===== src/rtl/rtc_alarm_core.sv =====
// rtc_alarm_core: BCD time-of-day and calendar keeper with N alarm channels
// and a ring/snooze state machine that stops ringing on its own after a timeout.
//
// Ports:
//   clk, rst_n              system clock, asynchronous active-low reset
//   load_time, time_wdata   strobe + BCD {hh, mm, ss}; ignored unless valid
//   load_date, date_wdata   strobe + BCD {yy, mm, dd}; ignored unless valid
//   alarm_wr, alarm_idx,
//   alarm_wdata             strobe + channel + {en, hh, mm}; ignored unless valid
//   ack, snooze             strobes from the key logic
//   time_num, date_num      current BCD time / date
//   sec_pulse               one cycle, aligned with the new time value
//   ring, snoozing          high while in RING / SNOOZE
//   ring_idx                channel that started the current RING/SNOOZE
module rtc_alarm_core #(
  parameter int CLK_FREQ   = 50_000_000,
  parameter int N_ALARM    = 4,
  parameter int RING_SEC   = 60,
  parameter int SNOOZE_MIN = 5,
  localparam int AW = $clog2(N_ALARM)
) (
  input  logic          clk,
  input  logic          rst_n,
  input  logic          load_time,
  input  logic [23:0]   time_wdata,
  input  logic          load_date,
  input  logic [23:0]   date_wdata,
  input  logic          alarm_wr,
  input  logic [AW-1:0] alarm_idx,
  input  logic [16:0]   alarm_wdata,
  input  logic          ack,
  input  logic          snooze,
  output logic [23:0]   time_num,
  output logic [23:0]   date_num,
  output logic          sec_pulse,
  output logic          ring,
  output logic          snoozing,
  output logic [AW-1:0] ring_idx
);

  localparam int PW = $clog2(CLK_FREQ);
  localparam logic [PW-1:0] PRESC_LAST  = PW'(CLK_FREQ - 1);
  localparam logic [13:0]   RING_LAST   = 14'(RING_SEC - 1);
  localparam logic [13:0]   SNOOZE_LAST = 14'(SNOOZE_MIN * 60 - 1);

  typedef enum logic [1:0] {ST_IDLE, ST_RING, ST_SNOOZE} state_e;

  function automatic logic bcd_ok(input logic [7:0] v);
    return (v[7:4] <= 4'd9) && (v[3:0] <= 4'd9);
  endfunction

  function automatic logic [7:0] bcd_inc(input logic [7:0] v);
    return (v[3:0] == 4'd9) ? {v[7:4] + 4'd1, 4'd0} : {v[7:4], v[3:0] + 4'd1};
  endfunction

  // Days in month as BCD. yy = 10t + u is a multiple of 4 exactly when
  // (2t + u) mod 4 == 0, so only bit 0 of the tens digit matters.
  function automatic logic [7:0] days_in_month(input logic [7:0] yy, input logic [7:0] mo);
    logic [1:0] r;
    r = yy[1:0] + {yy[4], 1'b0};
    case (mo)
      8'h02:                      return (r == 2'd0) ? 8'h29 : 8'h28;
      8'h04, 8'h06, 8'h09, 8'h11: return 8'h30;
      default:                    return 8'h31;
    endcase
  endfunction

  logic [PW-1:0]      presc_q, presc_d;
  logic [23:0]        time_q, time_d, date_q, date_d;
  logic               sec_pulse_q, sec_pulse_d;
  logic [N_ALARM-1:0] alarm_en_q, alarm_en_d;
  logic [15:0]        alarm_hm_q [N_ALARM];
  logic [15:0]        alarm_hm_d [N_ALARM];
  state_e             state_q, state_d;
  logic [AW-1:0]      ring_idx_q, ring_idx_d;
  logic [13:0]        sec_cnt_q, sec_cnt_d;

  logic          tick, time_ok, date_ok, alarm_ok, chan_cleared;
  logic          day_carry, match_hit;
  logic [AW-1:0] match_idx;
  logic [23:0]   time_inc, date_inc;

  assign tick = (presc_q == PRESC_LAST);

  assign time_ok = bcd_ok(time_wdata[23:16]) && bcd_ok(time_wdata[15:8]) &&
                   bcd_ok(time_wdata[7:0]) && (time_wdata[23:16] <= 8'h23) &&
                   (time_wdata[15:8] <= 8'h59) && (time_wdata[7:0] <= 8'h59);

  // The year digits are checked too, so the leap-year decode never sees junk.
  assign date_ok = bcd_ok(date_wdata[23:16]) && bcd_ok(date_wdata[15:8]) &&
                   bcd_ok(date_wdata[7:0]) && (date_wdata[15:8] != 8'h00) &&
                   (date_wdata[15:8] <= 8'h12) && (date_wdata[7:0] != 8'h00) &&
                   (date_wdata[7:0] <= days_in_month(date_wdata[23:16], date_wdata[15:8]));

  assign alarm_ok = bcd_ok(alarm_wdata[15:8]) && bcd_ok(alarm_wdata[7:0]) &&
                    (alarm_wdata[15:8] <= 8'h23) && (alarm_wdata[7:0] <= 8'h59) &&
                    (32'(alarm_idx) < N_ALARM);

  // Disabling the channel that is ringing or snoozing silences it.
  assign chan_cleared = alarm_wr && alarm_ok && !alarm_wdata[16] && (alarm_idx == ring_idx_q);

  // NOTE: every signal assigned in a combinational block gets a default at
  // the top, so no path leaves it unassigned and no latch is inferred.
  always_comb begin : calendar_inc
    logic ss_wrap, mm_wrap, hh_wrap, dd_wrap, mo_wrap;
    ss_wrap   = (time_q[7:0] == 8'h59);
    mm_wrap   = (time_q[15:8] == 8'h59);
    hh_wrap   = (time_q[23:16] == 8'h23);
    dd_wrap   = (date_q[7:0] == days_in_month(date_q[23:16], date_q[15:8]));
    mo_wrap   = (date_q[15:8] == 8'h12);
    day_carry = ss_wrap && mm_wrap && hh_wrap;
    time_inc[7:0]   = ss_wrap ? 8'h00 : bcd_inc(time_q[7:0]);
    time_inc[15:8]  = !ss_wrap ? time_q[15:8] : (mm_wrap ? 8'h00 : bcd_inc(time_q[15:8]));
    time_inc[23:16] = !(ss_wrap && mm_wrap) ? time_q[23:16] :
                      (hh_wrap ? 8'h00 : bcd_inc(time_q[23:16]));
    date_inc[7:0]   = dd_wrap ? 8'h01 : bcd_inc(date_q[7:0]);
    date_inc[15:8]  = !dd_wrap ? date_q[15:8] : (mo_wrap ? 8'h01 : bcd_inc(date_q[15:8]));
    date_inc[23:16] = !(dd_wrap && mo_wrap) ? date_q[23:16] :
                      ((date_q[23:16] == 8'h99) ? 8'h00 : bcd_inc(date_q[23:16]));
  end

  always_comb begin : clock_next
    presc_d     = tick ? '0 : presc_q + PW'(1);
    time_d      = time_q;
    date_d      = date_q;
    sec_pulse_d = 1'b0;
    if (tick) begin
      time_d      = time_inc;
      sec_pulse_d = 1'b1;
      if (day_carry) date_d = date_inc;
    end
    // A time load swallows a coincident increment whole, date carry included.
    if (load_time && time_ok) begin
      time_d      = time_wdata;
      date_d      = date_q;
      presc_d     = '0;
      sec_pulse_d = 1'b0;
    end
    if (load_date && date_ok) date_d = date_wdata;
  end

  always_comb begin : alarm_next
    alarm_en_d = alarm_en_q;
    alarm_hm_d = alarm_hm_q;
    for (int k = 0; k < N_ALARM; k++) begin
      if (alarm_wr && alarm_ok && (alarm_idx == AW'(k))) begin
        alarm_en_d[k] = alarm_wdata[16];
        alarm_hm_d[k] = alarm_wdata[15:0];
      end
    end
  end

  // Scan from the top so the lowest matching channel is the last one written.
  always_comb begin : match_find
    match_hit = 1'b0;
    match_idx = '0;
    if (sec_pulse_q && (time_q[7:0] == 8'h00)) begin
      for (int k = N_ALARM - 1; k >= 0; k--) begin
        if (alarm_en_q[k] && (alarm_hm_q[k] == time_q[23:8])) begin
          match_hit = 1'b1;
          match_idx = AW'(k);
        end
      end
    end
  end

  always_comb begin : fsm_next
    state_d    = state_q;
    ring_idx_d = ring_idx_q;
    sec_cnt_d  = sec_pulse_q ? sec_cnt_q + 14'd1 : sec_cnt_q;
    case (state_q)
      ST_IDLE: begin
        sec_cnt_d = '0;
        if (match_hit) begin
          state_d    = ST_RING;
          ring_idx_d = match_idx;
        end
      end
      ST_RING: begin
        if (ack) begin
          state_d = ST_IDLE;
        end else if (snooze) begin
          state_d   = ST_SNOOZE;
          sec_cnt_d = '0;
        end else if (sec_pulse_q && (sec_cnt_q == RING_LAST)) begin
          state_d = ST_IDLE;
        end
      end
      ST_SNOOZE: begin
        if (ack) begin
          state_d = ST_IDLE;
        end else if (sec_pulse_q && (sec_cnt_q == SNOOZE_LAST)) begin
          state_d   = ST_RING;
          sec_cnt_d = '0;
        end
      end
      default: state_d = ST_IDLE;
    endcase
    if ((state_q != ST_IDLE) && chan_cleared) state_d = ST_IDLE;
  end

  always_comb begin : fsm_out
    ring     = (state_q == ST_RING);
    snoozing = (state_q == ST_SNOOZE);
  end

  // NOTE: state registers use non-blocking assignments so every flop samples
  // the pre-edge value of every other flop, independent of statement order.
  always_ff @(posedge clk or negedge rst_n) begin
    if (!rst_n) begin
      presc_q     <= '0;
      time_q      <= 24'h00_00_00;
      date_q      <= 24'h00_01_01;
      sec_pulse_q <= 1'b0;
      alarm_en_q  <= '0;
      // NOTE: the alarm table is reset on purpose: channels must come up
      // disabled, and a small register file costs little to clear.
      for (int k = 0; k < N_ALARM; k++) alarm_hm_q[k] <= '0;
      state_q     <= ST_IDLE;
      ring_idx_q  <= '0;
      sec_cnt_q   <= '0;
    end else begin
      presc_q     <= presc_d;
      time_q      <= time_d;
      date_q      <= date_d;
      sec_pulse_q <= sec_pulse_d;
      alarm_en_q  <= alarm_en_d;
      alarm_hm_q  <= alarm_hm_d;
      state_q     <= state_d;
      ring_idx_q  <= ring_idx_d;
      sec_cnt_q   <= sec_cnt_d;
    end
  end

  assign time_num  = time_q;
  assign date_num  = date_q;
  assign sec_pulse = sec_pulse_q;
  assign ring_idx  = ring_idx_q;

endmodule


===== config.mk =====
export PLATFORM = sky130hd
export DESIGN_NAME = rtc_alarm_core
export DESIGN_NICKNAME = d
export VERILOG_FILES = /design/src/rtl/rtc_alarm_core.sv
export SDC_FILE = /design/constraint.sdc
export NUM_CORES = 1
export LEC_CHECK = 0
export ABC_AREA = 0
export BUFFER_PORTS_ARGS = -buffer_cell sky130_fd_sc_hd__buf_2
export CAP_MARGIN = 20
export CORE_ASPECT_RATIO = 0.6
export CORE_MARGIN = 8
export CORE_UTILIZATION = 45
export CTS_CLUSTER_DIAMETER = 40
export CTS_CLUSTER_SIZE = 12
export DETAILED_ROUTE_END_ITERATION = 8
export PLACE_DENSITY = 0.77
export SYNTH_ARGS = -nofsm -noshare
export SYNTH_HDL_FRONTEND = slang
export SYNTH_SLANG_ARGS = --single-unit

===== constraint.sdc =====
create_clock -name clk -period 4.7 [get_ports clk]
set_input_delay 0.94 -clock clk [delete_from_list [all_inputs] [get_ports clk]]
set_output_delay 0.94 -clock clk [all_outputs]
set_load 0.1 [all_outputs]

==> results.ini, run 1 <==
[outcome]
outcome=complete, no violations

[synthesis]
muxShareOfSynthArea_pct=7.90
synth-compound-area-share_pct=9.44
synth_warnings=0
synth-async-reset-ratio_pct=100
ys.flop_type=dfrtp_1
postSynthCellCount=922
syn_area_mm2=0.00908
yosysSeqAreaShare_pct=44.4
synth-seq-cells=161
synthAdderAreaFrac_pct=3.72
synth-xor-area-share_pct=10.5
synth_edf_count=0
postSynthAreaPerCell_um2=9.84
synth_top_family_by_area=simple AND/OR/NAND/NOR gates
yosysUniqueCellTypes=72
synth-simple-area-share_pct=20.6
syn_nets=1023

[global_route]
grt_pass1_vias=7201
grt_pass1_wl_um=40300
grt_busiest_layer=met1
grt_usage_pct=20.0
grt_use_met2_pct=28.4
use_met3_pct=4.84
overflow=0
use_met1_pct=30.3
grt_max_degree=110
antenna_found_initial=1

[final_layout]
area_growth_pct=16.8
layoutNonFillerInstCount=1320
fill_cells=1777
final_cell_mix=159 x dfrtp_1, 125 x buf_2, 100 x nor2_1, 83 x xnor2_1, 57 x mux2_2
drive_gt1_share_pct=23.5
final_common_cell=dfrtp_1
final_util_pct=53.4
nets=1136
diodes=0

[drt]
avgRoutedWirePerCell_um=19.0
via_per_inst=5.69
ant_nets=0
vias=7505
wl_um=25000
drc=0
dr.pass1.iters=5
drtIter0Drc=657

[hold_path]
hp-class=in -> async

[setup_path]
crit_type=in -> reg
cp-start-kind=primary input
critPathCaptureType=flop
crit_arrival_ns=4.26
required_ns=5.05
path_max_fanout=7

[sta]
max_freq_ghz=0.256
fin_tns_setup_ns=0
min_period_ns=3.90
drv_slew=0
rsz0062_at_grt=no
setup_slack_ns=0.799
relSlewSlack_pct=32.7
finalSetupViolCount=0
fin_crit_sh_pct=83.0
finalHoldViolCount=0
tightest_slew_ns=1.00
skew_ns=0.0110

[cts]
clock_sinks=161
cts_tree=built
numCtsBuffers=17
cts_resized=0
clock_latency_ns=0.43
clock_path_buffers=2
cts_setup_buffers=0
cts_hold_buf=0
htree_levels=4
cts-root-buf=clkbuf_16
path_clk_slew_ns=0.06

[floorplanning]
die_w_um=199
placementRows=40
core_area_mm2=0.0199
io-pin-count=127
dieHeight_um=126
start_util_pct=45.7
dieArea_mm2=0.0251

[place]
dp.cells=1288
portBuffers=126
post-place-ws_ns=0.519
place_hpwl_um=18200
finalWeightedCongestion=0.860

[pwr]
power_density_mw_per_mm2=357
p_leak_nw=4.74
vdd_drop_max_uv=274

[run]
timing.max_cap.violations=0

## path summary, 6_finish.rpt
| path | slack, ns | to | depth (start not counted) | start |
|---|---|---|---|---|
| hold reg to reg | 0.49 | presc_q[0] | 1 | presc_q[0] |
| setup reg to reg | 1.14 | date_num[15] | 9 | time_num[1] |
| setup / recovery | 0.80 | date_num[15] | 14 | date_wdata[11] |
| min in group clk | 0.49 | presc_q[0] | 1 | presc_q[0] |
| max in group asynchronous | 3.26 | alarm_hm_q[10] | 3 | rst_n |
| hold / removal | 0.34 | date_num[3] | 1 | rst_n |
## where the power goes
| part | total, mW | leakage, nW | switching, mW | internal [mW] |
|---|---|---|---|---|
| sequential | 1.64 | 2.12 | 0.154 | 1.49 |
| combinational | 0.634 | 2.31 | 0.423 | 0.210 |
| clock | 1.51 | 0.307 | 0.610 | 0.898 |
| total | 3.78 | 4.74 | 1.19 | 2.60 |
## worst max-delay path, stage by stage
cell	delay [ns]
buf_2	0.13
nor4bb_1	0.15
a21oi_1	0.17
nor2_1	0.06
a41oi_1	0.17
o22a_1	0.18
ha_1	0.14
or3b_2	0.44
a21o_1	0.19
a21o_1	0.18
a311oi_1	0.61
a31oi_1	0.27
or4_1	0.52
nand3_1	0.11
## metrics by stage
| step | hold WS, ns | power, mW | cell area (um2) |
|---|---|---|---|
| 2_1_floorplan | 0.455 | 2.09 | 9080 |
| 3_3_place_gp | 0.474 | 2.27 | 9950 |
| 3_5_place_dp | 0.484 | 2.29 | 9950 |
| 4_1_cts | 0.493 | 3.79 | 10600 |
| 5_1_grt | 0.348 | 3.91 | 10600 |
| 6_report | 0.344 | 3.78 | 10600 |
## cell usage after synthesis, types with 4 or more instances
| cell | instances | area share (%) |
|---|---|---|
| a211oi_1 | 4 | 0.33 |
| a21o_1 | 5 | 0.41 |
| a21oi_1 | 31 | 1.7 |
| a31oi_1 | 16 | 1.1 |
| and2_1 | 5 | 0.34 |
| and3_1 | 10 | 0.69 |
| clkbuf_1 | 34 | 1.4 |
| dfrtp_1 | 159 | 44 |
| ha_1 | 27 | 3.7 |
| inv_1 | 33 | 1.4 |
| mux2_2 | 57 | 7.1 |
| mux2i_1 | 6 | 0.66 |
| nand2_1 | 51 | 2.1 |
| nand2b_1 | 5 | 0.34 |
| nand3_1 | 41 | 2.3 |
| nand4_1 | 31 | 2.1 |
| nor2_1 | 101 | 4.2 |
| nor2b_1 | 18 | 1.2 |
| nor3_1 | 18 | 0.99 |
| nor3b_1 | 6 | 0.50 |
| nor4_1 | 14 | 0.96 |
| nor4b_1 | 4 | 0.39 |
| nor4bb_1 | 4 | 0.44 |
| o21ai_0 | 39 | 2.2 |
| o31ai_1 | 4 | 0.33 |
| or2_2 | 6 | 0.41 |
| or3_1 | 7 | 0.48 |
| or4_1 | 9 | 0.74 |
| xnor2_1 | 83 | 8.0 |
| xor2_1 | 26 | 2.5 |
## cell type report
| type | count | area [um2] | area share (%) |
|---|---|---|---|
| Tap cell | 273 | 342 | 3.22 |
| Inverter | 33 | 124 | 1.17 |
| Clock buffer | 17 | 425 | 4.01 |
| Timing Repair Buffer | 136 | 732 | 6.90 |
| Sequential cell | 161 | 4030 | 38.0 |
| Multi-Input combinational cell | 686 | 4750 | 44.8 |
| Clock inverter | 14 | 201 | 1.90 |
## per-layer routing
metal | part of all wire, % | vias up
met3 | 8.2 | 24
li1 | - | 3501
met5 | 0.056 | -
met2 | 43 | 266
met4 | 0.82 | 2
met1 | 48 | 3712
## cells by family after synthesis
| group | after synthesis |
|---|---|
| AOI/OAI and AO/OA | 135 |
| xor gates and xnor gates | 109 |
| adders and majority gates | 27 |
| buffers and inverters | 75 |
| DFF | 161 |
| muxes | 64 |
| and+or+nand+nor | 351 |
## state kept, by name, indices dropped and copies added (netlist names)
register    count
sec_cnt_q      14
state_q         2
alarm_en_q      4
sec_pulse       1
date_num       24
time_num       24
ring_idx        2
presc_q        26
alarm_hm_q     64
Power figures use the tool's default switching activity.
==> run 2: changes to the inputs <==
- clock period: 4.7 -> 4.1 ns (I/O delays scaled with it)
==> results.ini, run 2 (same netlist as run 1, synthesis figures left out) <==
[global_route]
grt_busiest_layer=met1
grt_max_degree=79
grt_use_met2_pct=28.7
grt_usage_pct=20.2
antenna_found_initial=1
use_met3_pct=5.21
use_met1_pct=30.1
grt_pass1_wl_um=40200
overflow=0
grt_pass1_vias=7291

[setup_path]
required_ns=4.47
startpoint=date_wdata[11]
crit_type=in -> reg
worstRegToRegCells=9
cp-start-kind=primary input
cp.depth=14
timing.rr.end=date_num[20]
critPathSlowestCell=or4_1
cpMostUsedCell=a21o_1
reg2reg_setup_slack_ns=0.85
crit_family=compound AO/OA/AOI/OAI gates
critPathCaptureType=flop
crit_arrival_ns=3.64
worstReg2RegStart=time_num[0]
path_max_fanout=7
critPathMaxStageDelay_ns=0.45
crit_end=date_num[15]
crit_chain=buf_2 -> nor4bb_1 -> a21oi_1 -> nor2_1 -> a41oi_1 -> o22a_1 -> ha_1 -> or3b_2 -> a21o_1 -> a21o_1 -> a311oi_1 -> a31oi_1 -> or4_1 -> nand3_1
cp_num_buf_inv=1

[drt]
avgRoutedWirePerCell_um=18.7
drc=0
dr.pass1.iters=7
via_per_inst=5.67
vias=7525
drtIter0Drc=586
ant_nets=0
wl_um=24800

[hold_path]
hp-class=in -> async

[final_layout]
seqCellArea_mm2=0.00403
postLayoutCellArea_mm2=0.0106
area_growth_pct=16.6
layoutNonFillerInstCount=1327
drive_gt1_share_pct=23.6
top_register=alarm_hm_q
nets=1140
final_cell_mix=159 x dfrtp_1, 125 x buf_2, 100 x nor2_1, 83 x xnor2_1, 57 x mux2_2
multi_input_area_mm2=0.00475
final_util_pct=53.3
final_common_cell=dfrtp_1
largest_reg_flops=64
fill_cells=1762
reg_top3=alarm_hm_q (64), presc_q (26)

[sta]
drv_slew=0
min_period_ns=3.27
relSlewSlack_pct=39.3
rsz0062_at_grt=no
finalHoldViolCount=0
finalSetupViolCount=0
tightest_slew_ns=0.898
fin_tns_setup_ns=0
max_freq_ghz=0.306
fin_crit_sh_pct=79.8
skew_ns=0.0198

[cts]
cts-root-buf=clkbuf_16
cts_setup_buffers=0
numCtsBuffers=17
clock_path_buffers=2
path_clk_slew_ns=0.07
cts_hold_buf=0
cts_tree=built
htree_levels=4
clock_latency_ns=0.44
cts_resized=0
clock_sinks=161

[place]
finalWeightedCongestion=0.874
portBuffers=126
place_hpwl_um=18600
dpl-instance-area_mm2=0.0100
dp.cells=1293

[floorplanning]
io-pin-count=127
dieHeight_um=126
die_w_um=199
start_util_pct=45.7
dieArea_mm2=0.0251
core_area_mm2=0.0199
placementRows=40

[run]
timing.max_cap.violations=0

[pwr]
power_density_mw_per_mm2=397
vdd_drop_max_uv=323
p_leak_nw=4.71

[outcome]
outcome=complete, no violations

[run 2: changes by cell type in the layout (fill, tap and decap cells not counted), sizes merged]
cell and delta:
clkbuf +4, clkinvlp +4, bufinv -2, diode +2
clkinv -1, inv -4, buf +4
[run 2: through the flow]
| step | hold slack, ns | power, mW | setup WS, ns |
|---|---|---|---|
| floorplan | 0.455 | 2.40 | 0.596 |
| global placement | 0.474 | 2.61 | 0.514 |
| detailed placement | 0.489 | 2.63 | 0.438 |
| CTS | 0.428 | 4.21 | 0.863 |
| global route | 0.442 | 4.37 | 0.688 |
| finish | 0.385 | 4.20 | 0.830 |
[run 2: per-layer routing]
layer | up-vias | routed length, um
met1 | 3736 | 12300
li1 | 3512 | -
met2 | 250 | 10500
met3 | 27 | 1770
met4 | 0 | 332
met5 | - | 0
[run 2: worst min-delay path by stage]
stage | slack (ns) | depth (start not counted) | start | end
2_1_floorplan | 0.45 | 1 | presc_q[0] | presc_q[0]
3_3_place_gp | 0.47 | 1 | presc_q[0] | presc_q[0]
3_5_place_dp | 0.49 | 1 | alarm_en_q[0] | alarm_en_q[0]
4_1_cts | 0.43 | 1 | rst_n | date_num[3]
5_1_grt | 0.44 | 1 | rst_n | date_num[3]
6_report | 0.39 | 1 | rst_n | date_num[3]
[run 2: cell type report]
class	count	share of cell area, %
antenna	2	0.0473
clock buffer	21	4.26
clock inverter	11	1.22
inverter	33	1.17
multi-input combinational	686	44.9
sequential	161	38.1
tap	273	3.23
timing repair buffer	140	7.13
[run 2: power by group]
part           internal (mW)  switching [mW]
logic                  0.240           0.485
clock network          0.916           0.680
registers               1.70           0.178
==> run 3: changes to the inputs <==
- PLACE_DENSITY: 0.77 -> 0.8
- clock period: 4.1 -> 3 ns (I/O delays scaled with it)
==> results.ini, run 3 (same netlist as run 1, synthesis figures left out) <==
[global_route]
antenna_found_initial=1
grt_pass1_wl_um=41400
grt_pass1_vias=7634
overflow=0
grt_max_degree=65
grt_usage_pct=20.7

[final_layout]
top_register=alarm_hm_q
final_cell_mix=142 x dfrtp_1, 125 x buf_2, 100 x nor2_1, 83 x xnor2_1, 63 x buf_4
reg_top3=alarm_hm_q (64), presc_q (26)
layoutNonFillerInstCount=1380
diodes=0
nets=1195
final_common_cell=dfrtp_1
area_growth_pct=22.9
drive_gt1_share_pct=30.4
final_util_pct=56.1
largest_reg_flops=64

[place]
finalWeightedCongestion=0.876
dp.cells=1337
portBuffers=126
place_hpwl_um=19100

[cts]
clock_path_buffers=2
path_clk_slew_ns=0.06
cts-root-buf=clkbuf_16
numCtsBuffers=17
cts_tree=built
clock_latency_ns=0.44
htree_levels=4
clock_sinks=161

[setup_path]
cp-start-kind=flop
required_ns=3.35
crit_arrival_ns=3.29
crit_type=reg -> reg
critPathCaptureType=flop
path_max_fanout=6

[floorplanning]
die_w_um=199
dieHeight_um=126
dieArea_mm2=0.0251
placementRows=40
start_util_pct=45.7
core_area_mm2=0.0199
io-pin-count=127

[pwr]
vdd_drop_max_uv=437
power_density_mw_per_mm2=526
p_leak_nw=5.00

[sta]
fin_tns_setup_ns=0
min_period_ns=2.94
finalHoldViolCount=0
whs_ns=0.161
max_freq_ghz=0.340
skew_ns=0.0113
finalSetupViolCount=0
drv_slew=0
fin_crit_sh_pct=98.0
tightest_slew_ns=0.868
relSlewSlack_pct=41.4

[hold_path]
hp-class=in -> async

[drt]
vias=7823
dr.pass1.iters=5
avgRoutedWirePerCell_um=18.7
drc=0
ant_nets=0
drtIter0Drc=777
via_per_inst=5.67
wl_um=25800

[outcome]
outcome=complete, no violations

[run]
timing.max_cap.violations=0

-- run 3: cell count changes in the layout (fill, tap and decap cells not counted), moves of 4 or more --
cell        before  now
dfrtp_1        159  142
inv_6            2    7
buf_4           13   63
clkinvlp_4       5    1
dfrtp_2          0   16
-- run 3: routing by layer --
metal	vias to the layer above	routed length (um)	global-route usage, %	share of wire (%)
met5	-	10	0	0.039
met4	2	463	5.95	1.8
met3	36	1950	5.05	7.6
met2	282	11100	29.6	43
met1	3883	12300	30.4	48
li1	3620	-	-	-
-- run 3: final cells by class --
type / instances / area [um2]
inverters: 33 / 124
clock inverters: 14 / 149
repair buffers: 194 / 1200
flip-flops and latches: 161 / 4060
well taps: 273 / 342
fillers: 1718 / 8720
clock buffers: 18 / 439
multi-input cells: 687 / 4840
-- run 3: critical path: stages, from the launching register on --
cell	delay, ns
dfrtp_1	0.39
ha_2	0.23
and4_4	0.27
nand3_4	0.10
or4_4	0.54
nor4_4	0.36
buf_4	0.19
buf_4	0.11
nand3_2	0.14
or3_1	0.36
a31oi_1	0.17
-- run 3: power by group --
group	internal [mW]	switching [mW]	total [mW]
registers	2.33	0.169	2.50
clock network	1.26	0.966	2.23
logic	0.380	0.759	1.14
total	3.97	1.89	5.87
-- run 3: stage by stage --
stage / power (mW) / cell area, um2 / worst slack, ns
4_1_cts: 5.88 / 11000 / 0.0259
6_report: 5.87 / 11200 / 0.0611
2_1_floorplan: 3.29 / 9140 / -0.0104
5_1_grt: 6.09 / 11200 / -0.00666
3_5_place_dp: 3.66 / 10400 / -0.223
3_3_place_gp: 3.63 / 10400 / -0.145
-- run 3: path summary, 6_finish.rpt --
check | startpoint | endpoint | slack [ns] | cells past startpoint
max in group asynchronous | rst_n | alarm_hm_q[0] | 2.03 | 3
setup reg to reg | presc_q[0] | date_num[17] | 0.06 | 10
setup / recovery | presc_q[0] | date_num[17] | 0.06 | 10
hold / removal | rst_n | date_num[4] | 0.16 | 1
hold reg to reg | alarm_hm_q[7] | alarm_hm_q[7] | 0.52 | 1
min in group clk | time_wdata[0] | time_num[0] | 0.39 | 3
-- run 3: what timing repair did --
item / CTS / global route
buffers inserted: 2 / 8
endpoints found under the setup margin: 2 / 10
hold buffers: 0 / 0
resized for setup: 0 / 14
pin swaps: 0 / 8
cloned: 0 / 1
